<file path="src/rtl/spi_pkg.sv">
// Shared types and default constants for the SPI transfer sequencer.
// Optional CS guard phases are selected by the SPI_CS_GUARD_EN macro in spi_xfer_seq.
package spi_pkg;

  typedef enum logic [2:0] {
    ST_IDLE    = 3'd0,
    ST_LEAD    = 3'd1,
    ST_SHIFT   = 3'd2,
    ST_WAIT_RD = 3'd3,
    ST_TRAIL   = 3'd4,
    ST_DONE    = 3'd5
  } state_t;

  localparam int DEF_DATA_W    = 8;
  localparam int DEF_CLK_DIV   = 4;
  localparam int DEF_CPOL      = 0;
  localparam int DEF_CPHA      = 0;
  localparam int DEF_GUARD_CYC = 2;

  // Pulse-generator enable window: a late final read must still be accepted.
  function automatic logic work_window(input state_t s);
    return (s == ST_LEAD) || (s == ST_SHIFT) || (s == ST_WAIT_RD);
  endfunction

endpackage

</file>
<file path="src/rtl/spi_clk_gen.sv">
// SCLK divider for the SPI sequencer: emits 2*DATA_W toggles while en is high,
// with one-cycle edge pulses aligned to the cycle in which sclk changes level.
module spi_clk_gen
  import spi_pkg::*;
#(
  parameter int DATA_W  = DEF_DATA_W,
  parameter int CLK_DIV = DEF_CLK_DIV,
  parameter int CPOL    = DEF_CPOL
) (
  input  logic clk,
  input  logic rst_n,
  input  logic en,
  output logic sclk,
  output logic up_edge,
  output logic down_edge,
  output logic last_toggle
);

  localparam int   DIV_W     = (CLK_DIV > 1) ? $clog2(CLK_DIV) : 1;
  localparam int   TOG_W     = $clog2(2 * DATA_W + 1);
  localparam logic SCLK_IDLE = (CPOL != 0);

  logic [DIV_W-1:0] div_cnt_reg;
  logic [TOG_W-1:0] tog_cnt_reg;
  logic             sclk_reg;
  logic             up_edge_reg;
  logic             down_edge_reg;
  logic             tog_full;
  logic             tick;

  assign tog_full = (tog_cnt_reg == TOG_W'(2 * DATA_W));
  assign tick     = en && !tog_full && (div_cnt_reg == DIV_W'(CLK_DIV - 1));

  // Dropping en restarts the divider so the next SHIFT entry starts a fresh half-period.
  always_ff @(posedge clk or negedge rst_n) begin
    if (!rst_n) begin
      div_cnt_reg   <= '0;
      tog_cnt_reg   <= '0;
      sclk_reg      <= SCLK_IDLE;
      up_edge_reg   <= 1'b0;
      down_edge_reg <= 1'b0;
    end else if (!en) begin
      div_cnt_reg   <= '0;
      tog_cnt_reg   <= '0;
      sclk_reg      <= SCLK_IDLE;
      up_edge_reg   <= 1'b0;
      down_edge_reg <= 1'b0;
    end else begin
      up_edge_reg   <= tick && !sclk_reg;
      down_edge_reg <= tick && sclk_reg;
      if (tick) begin
        div_cnt_reg <= '0;
        sclk_reg    <= ~sclk_reg;
        tog_cnt_reg <= tog_cnt_reg + 1'b1;
      end else if (!tog_full) begin
        div_cnt_reg <= div_cnt_reg + 1'b1;
      end
    end
  end

  assign sclk        = sclk_reg;
  assign up_edge     = up_edge_reg;
  assign down_edge   = down_edge_reg;
  assign last_toggle = tog_full;

endmodule

</file>
<file path="src/rtl/spi_xfer_seq.sv">
// SPI master frame sequencer driven by an external write/read pulse generator.
// Define SPI_CS_GUARD_EN to insert GUARD_CYC-cycle LEAD/TRAIL phases around SHIFT.
module spi_xfer_seq
  import spi_pkg::*;
#(
  parameter int DATA_W    = DEF_DATA_W,
  parameter int CLK_DIV   = DEF_CLK_DIV,
  parameter int CPOL      = DEF_CPOL,
  parameter int CPHA      = DEF_CPHA,
  parameter int GUARD_CYC = DEF_GUARD_CYC
) (
  input  logic              clk,
  input  logic              rst_n,
  input  logic              i_start,
  input  logic [DATA_W-1:0] i_tx_data,
  output logic              o_busy,
  output logic              o_done,
  output logic [DATA_W-1:0] o_rx_data,
  output logic              o_cs_n,
  output logic              o_sclk,
  output logic              o_mosi,
  input  logic              i_miso,
  output logic              o_work_en,
  output logic              o_up_edge,
  output logic              o_down_edge,
  input  logic              i_write_pulse,
  input  logic              i_read_pulse
);

  localparam int   RD_W      = $clog2(DATA_W + 1);
  localparam int   GRD_W     = $clog2(GUARD_CYC + 1);
  localparam logic SKIP_FIRST_WR = (CPHA != 0);

`ifdef SPI_CS_GUARD_EN
  localparam state_t AFTER_IDLE = ST_LEAD;
  localparam state_t AFTER_WAIT = ST_TRAIL;
`else
  localparam state_t AFTER_IDLE = ST_SHIFT;
  localparam state_t AFTER_WAIT = ST_DONE;
`endif

  state_t            state_reg;
  state_t            state_next;
  logic [DATA_W-1:0] tx_shift_reg;
  logic [DATA_W-1:0] rx_shift_reg;
  logic [DATA_W-1:0] rx_data_reg;
  logic [RD_W-1:0]   rd_cnt_reg;
  logic [GRD_W-1:0]  guard_cnt_reg;
  logic              wr_seen_reg;
  logic              shift_en;
  logic              last_toggle;
  logic              guard_done;
  logic              rd_full;
  logic              in_frame;

  assign shift_en   = (state_reg == ST_SHIFT);
  assign in_frame   = (state_reg != ST_IDLE);
  assign guard_done = (guard_cnt_reg == GRD_W'(GUARD_CYC - 1));
  assign rd_full    = (rd_cnt_reg == RD_W'(DATA_W));

  spi_clk_gen #(
    .DATA_W  (DATA_W),
    .CLK_DIV (CLK_DIV),
    .CPOL    (CPOL)
  ) u_clk_gen (
    .clk         (clk),
    .rst_n       (rst_n),
    .en          (shift_en),
    .sclk        (o_sclk),
    .up_edge     (o_up_edge),
    .down_edge   (o_down_edge),
    .last_toggle (last_toggle)
  );

  // State register
  always_ff @(posedge clk or negedge rst_n) begin
    if (!rst_n) begin
      state_reg <= ST_IDLE;
    end else begin
      state_reg <= state_next;
    end
  end

  // Next-state logic; WAIT_RD has no timeout by design.
  always_comb begin
    state_next = state_reg;
    unique case (state_reg)
      ST_IDLE:    if (i_start)     state_next = AFTER_IDLE;
      ST_LEAD:    if (guard_done)  state_next = ST_SHIFT;
      ST_SHIFT:   if (last_toggle) state_next = ST_WAIT_RD;
      ST_WAIT_RD: if (rd_full)     state_next = AFTER_WAIT;
      ST_TRAIL:   if (guard_done)  state_next = ST_DONE;
      ST_DONE:                     state_next = ST_IDLE;
      default:                     state_next = ST_IDLE;
    endcase
  end

  // Output decode
  always_comb begin
    o_busy    = 1'b1;
    o_cs_n    = 1'b0;
    o_done    = 1'b0;
    o_work_en = work_window(state_reg);
    unique case (state_reg)
      ST_IDLE: begin
        o_busy = 1'b0;
        o_cs_n = 1'b1;
      end
      ST_LEAD, ST_SHIFT, ST_WAIT_RD, ST_TRAIL: o_cs_n = 1'b0;
      ST_DONE: begin
        o_cs_n = 1'b1;
        o_done = 1'b1;
      end
      default: begin
        o_busy = 1'b0;
        o_cs_n = 1'b1;
      end
    endcase
  end

  // Guard counter only advances inside LEAD/TRAIL, so it is idle when those phases are skipped.
  always_ff @(posedge clk or negedge rst_n) begin
    if (!rst_n) begin
      guard_cnt_reg <= '0;
    end else if (((state_reg == ST_LEAD) || (state_reg == ST_TRAIL)) && !guard_done) begin
      guard_cnt_reg <= guard_cnt_reg + 1'b1;
    end else begin
      guard_cnt_reg <= '0;
    end
  end

  // Shift datapath: pulses only act inside a frame, and reads saturate at DATA_W.
  always_ff @(posedge clk or negedge rst_n) begin
    if (!rst_n) begin
      tx_shift_reg <= '0;
      rx_shift_reg <= '0;
      rd_cnt_reg   <= '0;
      wr_seen_reg  <= 1'b0;
    end else if ((state_reg == ST_IDLE) && i_start) begin
      tx_shift_reg <= i_tx_data;
      rx_shift_reg <= '0;
      rd_cnt_reg   <= '0;
      wr_seen_reg  <= 1'b0;
    end else if (in_frame) begin
      if (i_write_pulse) begin
        wr_seen_reg <= 1'b1;
        if (!SKIP_FIRST_WR || wr_seen_reg) begin
          tx_shift_reg <= {tx_shift_reg[DATA_W-2:0], 1'b0};
        end
      end
      if (i_read_pulse && !rd_full) begin
        rx_shift_reg <= {rx_shift_reg[DATA_W-2:0], i_miso};
        rd_cnt_reg   <= rd_cnt_reg + 1'b1;
      end
    end
  end

  // Captured on entry to DONE so o_rx_data is already valid while o_done is high.
  always_ff @(posedge clk or negedge rst_n) begin
    if (!rst_n) begin
      rx_data_reg <= '0;
    end else if (state_next == ST_DONE) begin
      rx_data_reg <= rx_shift_reg;
    end
  end

  assign o_mosi    = tx_shift_reg[DATA_W-1];
  assign o_rx_data = rx_data_reg;

endmodule

</file>
<file path="config.mk">
export PLATFORM = sky130hd
export DESIGN_NAME = spi_xfer_seq
export DESIGN_NICKNAME = d
export VERILOG_FILES = /design/src/rtl/spi_pkg.sv /design/src/rtl/spi_clk_gen.sv /design/src/rtl/spi_xfer_seq.sv
export SDC_FILE = /design/constraint.sdc
export NUM_CORES = 1
export LEC_CHECK = 0
export BUFFER_PORTS_ARGS = -buffer_cell sky130_fd_sc_hd__buf_2
export CORE_MARGIN = 1.5
export CORE_UTILIZATION = 56
export CTS_CLUSTER_SIZE = 40
export DETAILED_ROUTE_END_ITERATION = 10
export PLACE_DENSITY = 0.8
export SYNTH_ARGS = -nofsm -noshare
export SYNTH_HDL_FRONTEND = slang
export SYNTH_HIERARCHICAL = 1
export SYNTH_SLANG_ARGS = --single-unit
</file>
<file path="constraint.sdc">
create_clock -name clk -period 2.3 [get_ports clk]
set_clock_uncertainty 0.05 [all_clocks]
set_input_delay 0.46 -clock clk [delete_from_list [all_inputs] [get_ports clk]]
set_output_delay 0.46 -clock clk [all_outputs]
set_load 0.02 [all_outputs]
</file>
==> results.json, run 1 <==
{
  "status": "finished clean",
  "grt_setup_unrepaired": "false",
  "cp_top_family": "flip-flops",
  "io_buffers": 29,
  "r2r_end": "rx_shift_reg[6]",
  "grt_pass1_wl_microns": 6320,
  "internal_power_w": 0.00160,
  "ys.flop_type": "dfrtp_1",
  "seqPwrFrac_pct": 47.7,
  "wl_per_cell_microns": 13.7,
  "grt_pass1_vias": 1467,
  "p_sw_share_pct": 36.2,
  "hold_path_class": "input port to asynchronous set/reset pin",
  "drt-pass1-iter-count": 4,
  "yosys_warnings": 6,
  "antenna_found_initial": 0,
  "ant_nets": 0,
  "postSynth.asyncResetShare_pct": 100,
  "io_pins": 30,
  "path_buf_inv": 1,
  "syn_to_final_growth_pct": 13.5,
  "drt-total-wl_microns": 3730,
  "cts.sinks": 43,
  "initialDrtViolationCount": 84,
  "gp_congestion": 0.784,
  "worstMarginPinSlew_ps": 578,
  "slowest_delay_ps": 570,
  "n_antenna_cell": 0,
  "r2r_slack_ps": 390,
  "ys_seq_area_share_pct": 50.5,
  "cts_resized": 0,
  "rr_worst_depth": 3,
  "period_needed_ps": 2100,
  "avgSynthCellArea_sq_um": 11.0,
  "synth_top_area_share_pct": 50.5,
  "synth-seq-cells": 43,
  "start_kind": "register",
  "p_clk_share_pct": 19.3,
  "grt_overflow": 0,
  "fp-row-count": 22,
  "fin_setup_tns_ps": 0,
  "multi_input_area_sq_um": 908,
  "path_clk_slew_ps": 80,
  "tritoncts": "done",
  "synth_edf_count": 0,
  "core_sq_um": 3660,
  "crit_start": "state_reg[2]",
  "dieArea_sq_um": 4180,
  "synthTopCellsByCount": "43 x dfrtp_1, 22 x inv_1, 12 x a21oi_1, 11 x nand2_1",
  "setup_viol": 0,
  "hold_ws_ps": 75.3,
  "maxCapViolations": 0,
  "cellPowerDensity_nw_per_um2": 1040,
  "grt_max_degree": 44,
  "slew_headroom_pct": 61.2,
  "die_w_microns": 64.7,
  "viasPerCell": 5.65,
  "cts_setup_buffers": 0,
  "netlist_instances": 193,
  "cts_buffers": 5,
  "drc": 0,
  "synth.area.top_cells": "dfrtp_1 51%, a221o_1 4.2%, mux2_2 4.2%, inv_1 3.9%, ha_1 3.5%",
  "drive_gt1_share_pct": 27.2,
  "cp_slowest_cell": "dfrtp_1",
  "clockBufferDepth": 2,
  "clkLatencyLatePin_ps": 300,
  "start_util_pct": 58.2,
  "r2r-start": "state_reg[2]",
  "ctsHoldBuffers": 0,
  "worstSetupPathType": "register to output pin",
  "slew_violations": 0,
  "dp_hpwl_microns": 2530,
  "timing.fmax_mhz": 476,
  "path_cells": "or3_4 > nand2_1 > buf_2",
  "worst_ep_arrival_time_ps": 1590,
  "cp.required_ps": 1790,
  "grtUsageTotal_pct": 19.9,
  "critPathMaxFanout": 16,
  "clock-root-buffer": "clkbuf_8",
  "ys_types": 44,
  "routed-via-count": 1538,
  "synth_area_sq_um": 2130,
  "nets": 244,
  "yosysTopAreaCell": "dfrtp_1",
  "combPwrFrac_pct": 33.0,
  "leakagePower_nw": 1.16,
  "synth_most_common_cell": "dfrtp_1",
  "finalHoldViolCount": 0,
  "fillerInstances": 298,
  "syn_nets": 213,
  "peakVddDrop_v": 0.000641,
  "p_sw_w": 0.000908,
  "htree_levels": 2,
  "worst_setup_path_end_kind": "output pin",
  "die_h_microns": 64.7,
  "fin_crit_sh_pct": 91.3,
  "seq_area_sq_um": 1080
}
final cells by class:
class / instances / share of cell area, %
flip-flops and latches: 43 / 44.5
multi-input cells: 117 / 37.6
repair buffers: 35 / 8.39
clock buffers: 6 / 3.42
inverters: 22 / 3.42
well taps: 48 / 2.48
clock inverters: 1 / 0.207
logic make-up after synthesis:
logic type | share of synthesized area [%]
AO/OA/AOI/OAI | 18.6
multiplexers | 5.64
AND/OR/NAND/NOR | 13.6
flip-flops | 50.5
XOR/XNOR | 1.23
adder cells (fa/ha/maj) | 3.53
buffers and inverters | 6.82
how the worst max path moves through the flow:
stage,to,depth (start not counted)
after CTS,o_cs_n,3
after global routing,o_cs_n,3
after floorplan,o_busy,4
after global placement,rx_shift_reg[5],3
final,o_cs_n,3
after detailed placement,rx_shift_reg[3],3
through the flow:
stage          instance area (sq um)  power (W)  utilization [%]  std cells  setup WS (ps)
2_1_floorplan                   2130    0.00182                -        193            609
3_3_place_gp                    2330    0.00201             63.6        265            432
3_5_place_dp                    2330    0.00205             63.6        265            391
4_1_cts                         2420    0.00254             66.0        272            191
5_1_grt                         2420    0.00270             66.0        272            127
6_report                        2420    0.00251             66.0        272            201
worst reg2reg max path, stage by stage (launching register included):
cell     delay (ps)
dfrtp_1         570
or3_4           480
and3_1          310
a221o_1         390
metal layers:
layer / GRT usage, % / vias to the layer above / wire length [microns]
met3: 6.77 / 10 / 147
met2: 32.8 / 33 / 1800
met1: 24.0 / 734 / 1710
li1: - / 761 / -
met5: 0 / - / 0
met4: 8.24 / 0 / 77
power groups by stage:
stage          Clock (W)  Sequential [W]  Combinational [W]
2_1_floorplan          0         0.00120           0.000625
3_3_place_gp           0         0.00120           0.000814
3_5_place_dp           0         0.00121           0.000843
4_1_cts         0.000494         0.00120           0.000844
5_1_grt         0.000530         0.00123           0.000940
6_report        0.000485         0.00120           0.000829
cell usage in the layout (no fill, tap or decap), types with 2 or more instances in the layout:
cell type and n:
dfrtp_1 43, buf_2 29, inv_1 22, a21oi_1 12
nand2_1 11, a211oi_1 9, a221o_1 9, mux2_2 8
o22ai_1 7, ha_1 6, clkbuf_8 6, o21ai_0 5
buf_4 5, or3_1 4, nor2_1 4, nor2b_1 3
xnor2_1 3, nand4_1 3, mux2i_1 3, and3b_1 2
or2_2 2, a32o_1 2, and3_1 2, a21boi_1 2
and2_1 2
(Power assumes the default switching activity.)
==> run 2: changes to the inputs <==
--- a/config.mk
+++ b/config.mk
@@ -5,6 +5,7 @@
 export SDC_FILE = /design/constraint.sdc
 export NUM_CORES = 1
 export LEC_CHECK = 0
+export ABC_AREA = 1
 export BUFFER_PORTS_ARGS = -buffer_cell sky130_fd_sc_hd__buf_2
 export CORE_MARGIN = 1.5
 export CORE_UTILIZATION = 56
@@ -13,5 +14,4 @@
 export PLACE_DENSITY = 0.8
 export SYNTH_ARGS = -nofsm -noshare
 export SYNTH_HDL_FRONTEND = slang
-export SYNTH_HIERARCHICAL = 1
 export SYNTH_SLANG_ARGS = --single-unit
==> run 2 against run 1 <==
Net effect: worst hold slack improved by 15 ps; routed wire length fell by 1.6%; maximum frequency rose by 5.2%; sequential share of layout area up 1.9 points; largest cell class unchanged; first-iteration DRC count fell by 8.3%; die area is 3.8% lower; synthesized cell count rose by 18%; power down 37%; core utilization up 1.8 points.
==> results.json, run 2 <==
{
  "status": "finished clean",
  "grt_pass1_vias": 1455,
  "routed-via-count": 1606,
  "r2r_end": "tx_shift_reg[6]",
  "worst_setup_path_end_kind": "output pin",
  "ant_nets": 0,
  "ys.flop_type": "dfrtp_1",
  "cts_buffers": 5,
  "dieArea_sq_um": 4020,
  "netlist_instances": 227,
  "drt-pass1-iter-count": 4,
  "synth_edf_count": 0,
  "io_pins": 30,
  "period_needed_ps": 1990,
  "rr_worst_depth": 8,
  "maxCapViolations": 0,
  "finalHoldViolCount": 0,
  "worst_ep_arrival_time_ps": 1480,
  "start_util_pct": 59.9,
  "crit_start": "state_reg[0]",
  "critPathMaxFanout": 5,
  "drc": 0,
  "drt-total-wl_microns": 3670,
  "utilization_pct": 67.8,
  "io_buffers": 29,
  "multi_input_area_sq_um": 845,
  "antenna_found_initial": 0,
  "postSynth.asyncResetShare_pct": 100,
  "path_clk_slew_ps": 130,
  "grt_pass1_wl_microns": 6300,
  "clock-root-buffer": "clkbuf_4",
  "ys_types": 25,
  "r2r-start": "state_reg[0]",
  "peakVddDrop_v": 0.000587,
  "place_ws_ps": 706,
  "fillerInstances": 291,
  "cellPowerDensity_nw_per_um2": 683,
  "synth-seq-cells": 43,
  "wl_per_cell_microns": 11.9,
  "grt_max_degree": 44,
  "htree_levels": 2,
  "grt_setup_unrepaired": "false",
  "final_common_cell": "dfrtp_1",
  "setup_viol": 0,
  "viasPerCell": 5.20,
  "hold_path_class": "input port to asynchronous set/reset pin",
  "place_inst": 301,
  "most-common-layout-cells": "43 x dfrtp_1, 40 x nand2_1, 29 x buf_2",
  "dp_hpwl_microns": 2660,
  "fin_area_sq_um": 2320,
  "ctsHoldBuffers": 0,
  "worstMarginPinSlew_ps": 519,
  "crit_path_end": "o_busy",
  "tritoncts": "done",
  "drive_gt1_share_pct": 21.7,
  "syn_to_final_growth_pct": 13.3,
  "die_h_microns": 63.4,
  "setup_ws_ps": 305,
  "grt_overflow": 0,
  "grtUsageTotal_pct": 20.2,
  "syn_nets": 247,
  "gp_congestion": 0.855,
  "r2r_slack_ps": 670,
  "synth_area_sq_um": 2040,
  "worstSetupPathType": "register to output pin",
  "slew_headroom_pct": 65.4,
  "initialDrtViolationCount": 77,
  "die_w_microns": 63.4,
  "place_area_sq_um": 2240,
  "seq_area_sq_um": 1080,
  "slew_violations": 0,
  "clockBufferDepth": 2,
  "cts_resized": 0,
  "core_sq_um": 3420,
  "fin_crit_sh_pct": 86.7,
  "synth_most_common_cell": "dfrtp_1",
  "cp.required_ps": 1790,
  "fp-row-count": 21,
  "avgSynthCellArea_sq_um": 9.01,
  "yosys_warnings": 0,
  "clkLatencyLatePin_ps": 360,
  "start_kind": "register",
  "n_antenna_cell": 0,
  "leakagePower_nw": 1.23,
  "fin_setup_tns_ps": 0,
  "cts.sinks": 43,
  "cts_setup_buffers": 0,
  "final_cells": 309,
  "yosysTopAreaCell": "dfrtp_1",
  "ys_seq_area_share_pct": 52.6,
  "synth_top_area_share_pct": 52.6,
  "synthTopCellsByCount": "43 x dfrtp_1, 40 x nand2_1, 28 x nand3_1, 24 x inv_1, 22 x o21ai_1",
  "nets": 282,
  "synth.area.top_cells": "dfrtp_1 53%, nand2_1 7.3%, nand3_1 6.9%, o21ai_1 5.4%, inv_1 4.4%",
  "timing.fmax_mhz": 501
}
## run 2: area by class of cell
cell class	instances	area share (%)
Sequential cell	43	46.4
Multi-Input combinational cell	154	36.4
Timing Repair Buffer	30	6.59
Inverter	28	4.54
Tap cell	46	2.48
Clock inverter	3	1.89
Clock buffer	5	1.62
## run 2: per-stage QoR
stage / hold slack (ps) / power (W)
after floorplan: 114 / 0.00104
after global placement: 378 / 0.00110
after detailed placement: 397 / 0.00111
after CTS: 98.9 / 0.00160
after global routing: 137 / 0.00166
final: 90.5 / 0.00158
## run 2: kinds of logic (layout without fill, tap and decap cells)
kind of cell	Yosys count	in the layout	synth area share [%]
AOI/OAI and AO/OA	44	44	12.1
buffers and inverters	30	66	6.06
adders and majority gates	6	6	3.67
DFF	43	43	52.6
xor gates and xnor gates	4	4	1.71
and+or+nand+nor	100	100	23.9
## run 2: report_power, final
part           internal (W)  leakage (nW)  switching (W)
Combinational     0.0000835         0.625       0.000125
Sequential         0.000836         0.565      0.0000561
Clock              0.000229        0.0452       0.000253
## run 2: critical path: stages (launching register included)
cell and delay (ps):
dfrtp_1 490, nor2_2 170, nand2_2 120, inv_2 120, a21oi_1 50, buf_2 160
## run 2: worst min path at each step
stage	end	slack, ps	depth (start not counted)
2_1_floorplan	guard_cnt_reg[0]	110	0
3_3_place_gp	guard_cnt_reg[0]	380	1
3_5_place_dp	guard_cnt_reg[0]	400	1
4_1_cts	tx_shift_reg[6]	100	2
5_1_grt	rx_shift_reg[2]	140	2
6_report	tx_shift_reg[5]	90	2
## run 2: layer usage
metal	GRT usage (%)	vias to the layer above	wire, microns
li1	-	820	-
met1	27.4	732	1830
met2	29.7	47	1560
met3	6.43	7	216
met4	9.24	0	67
met5	0	-	0
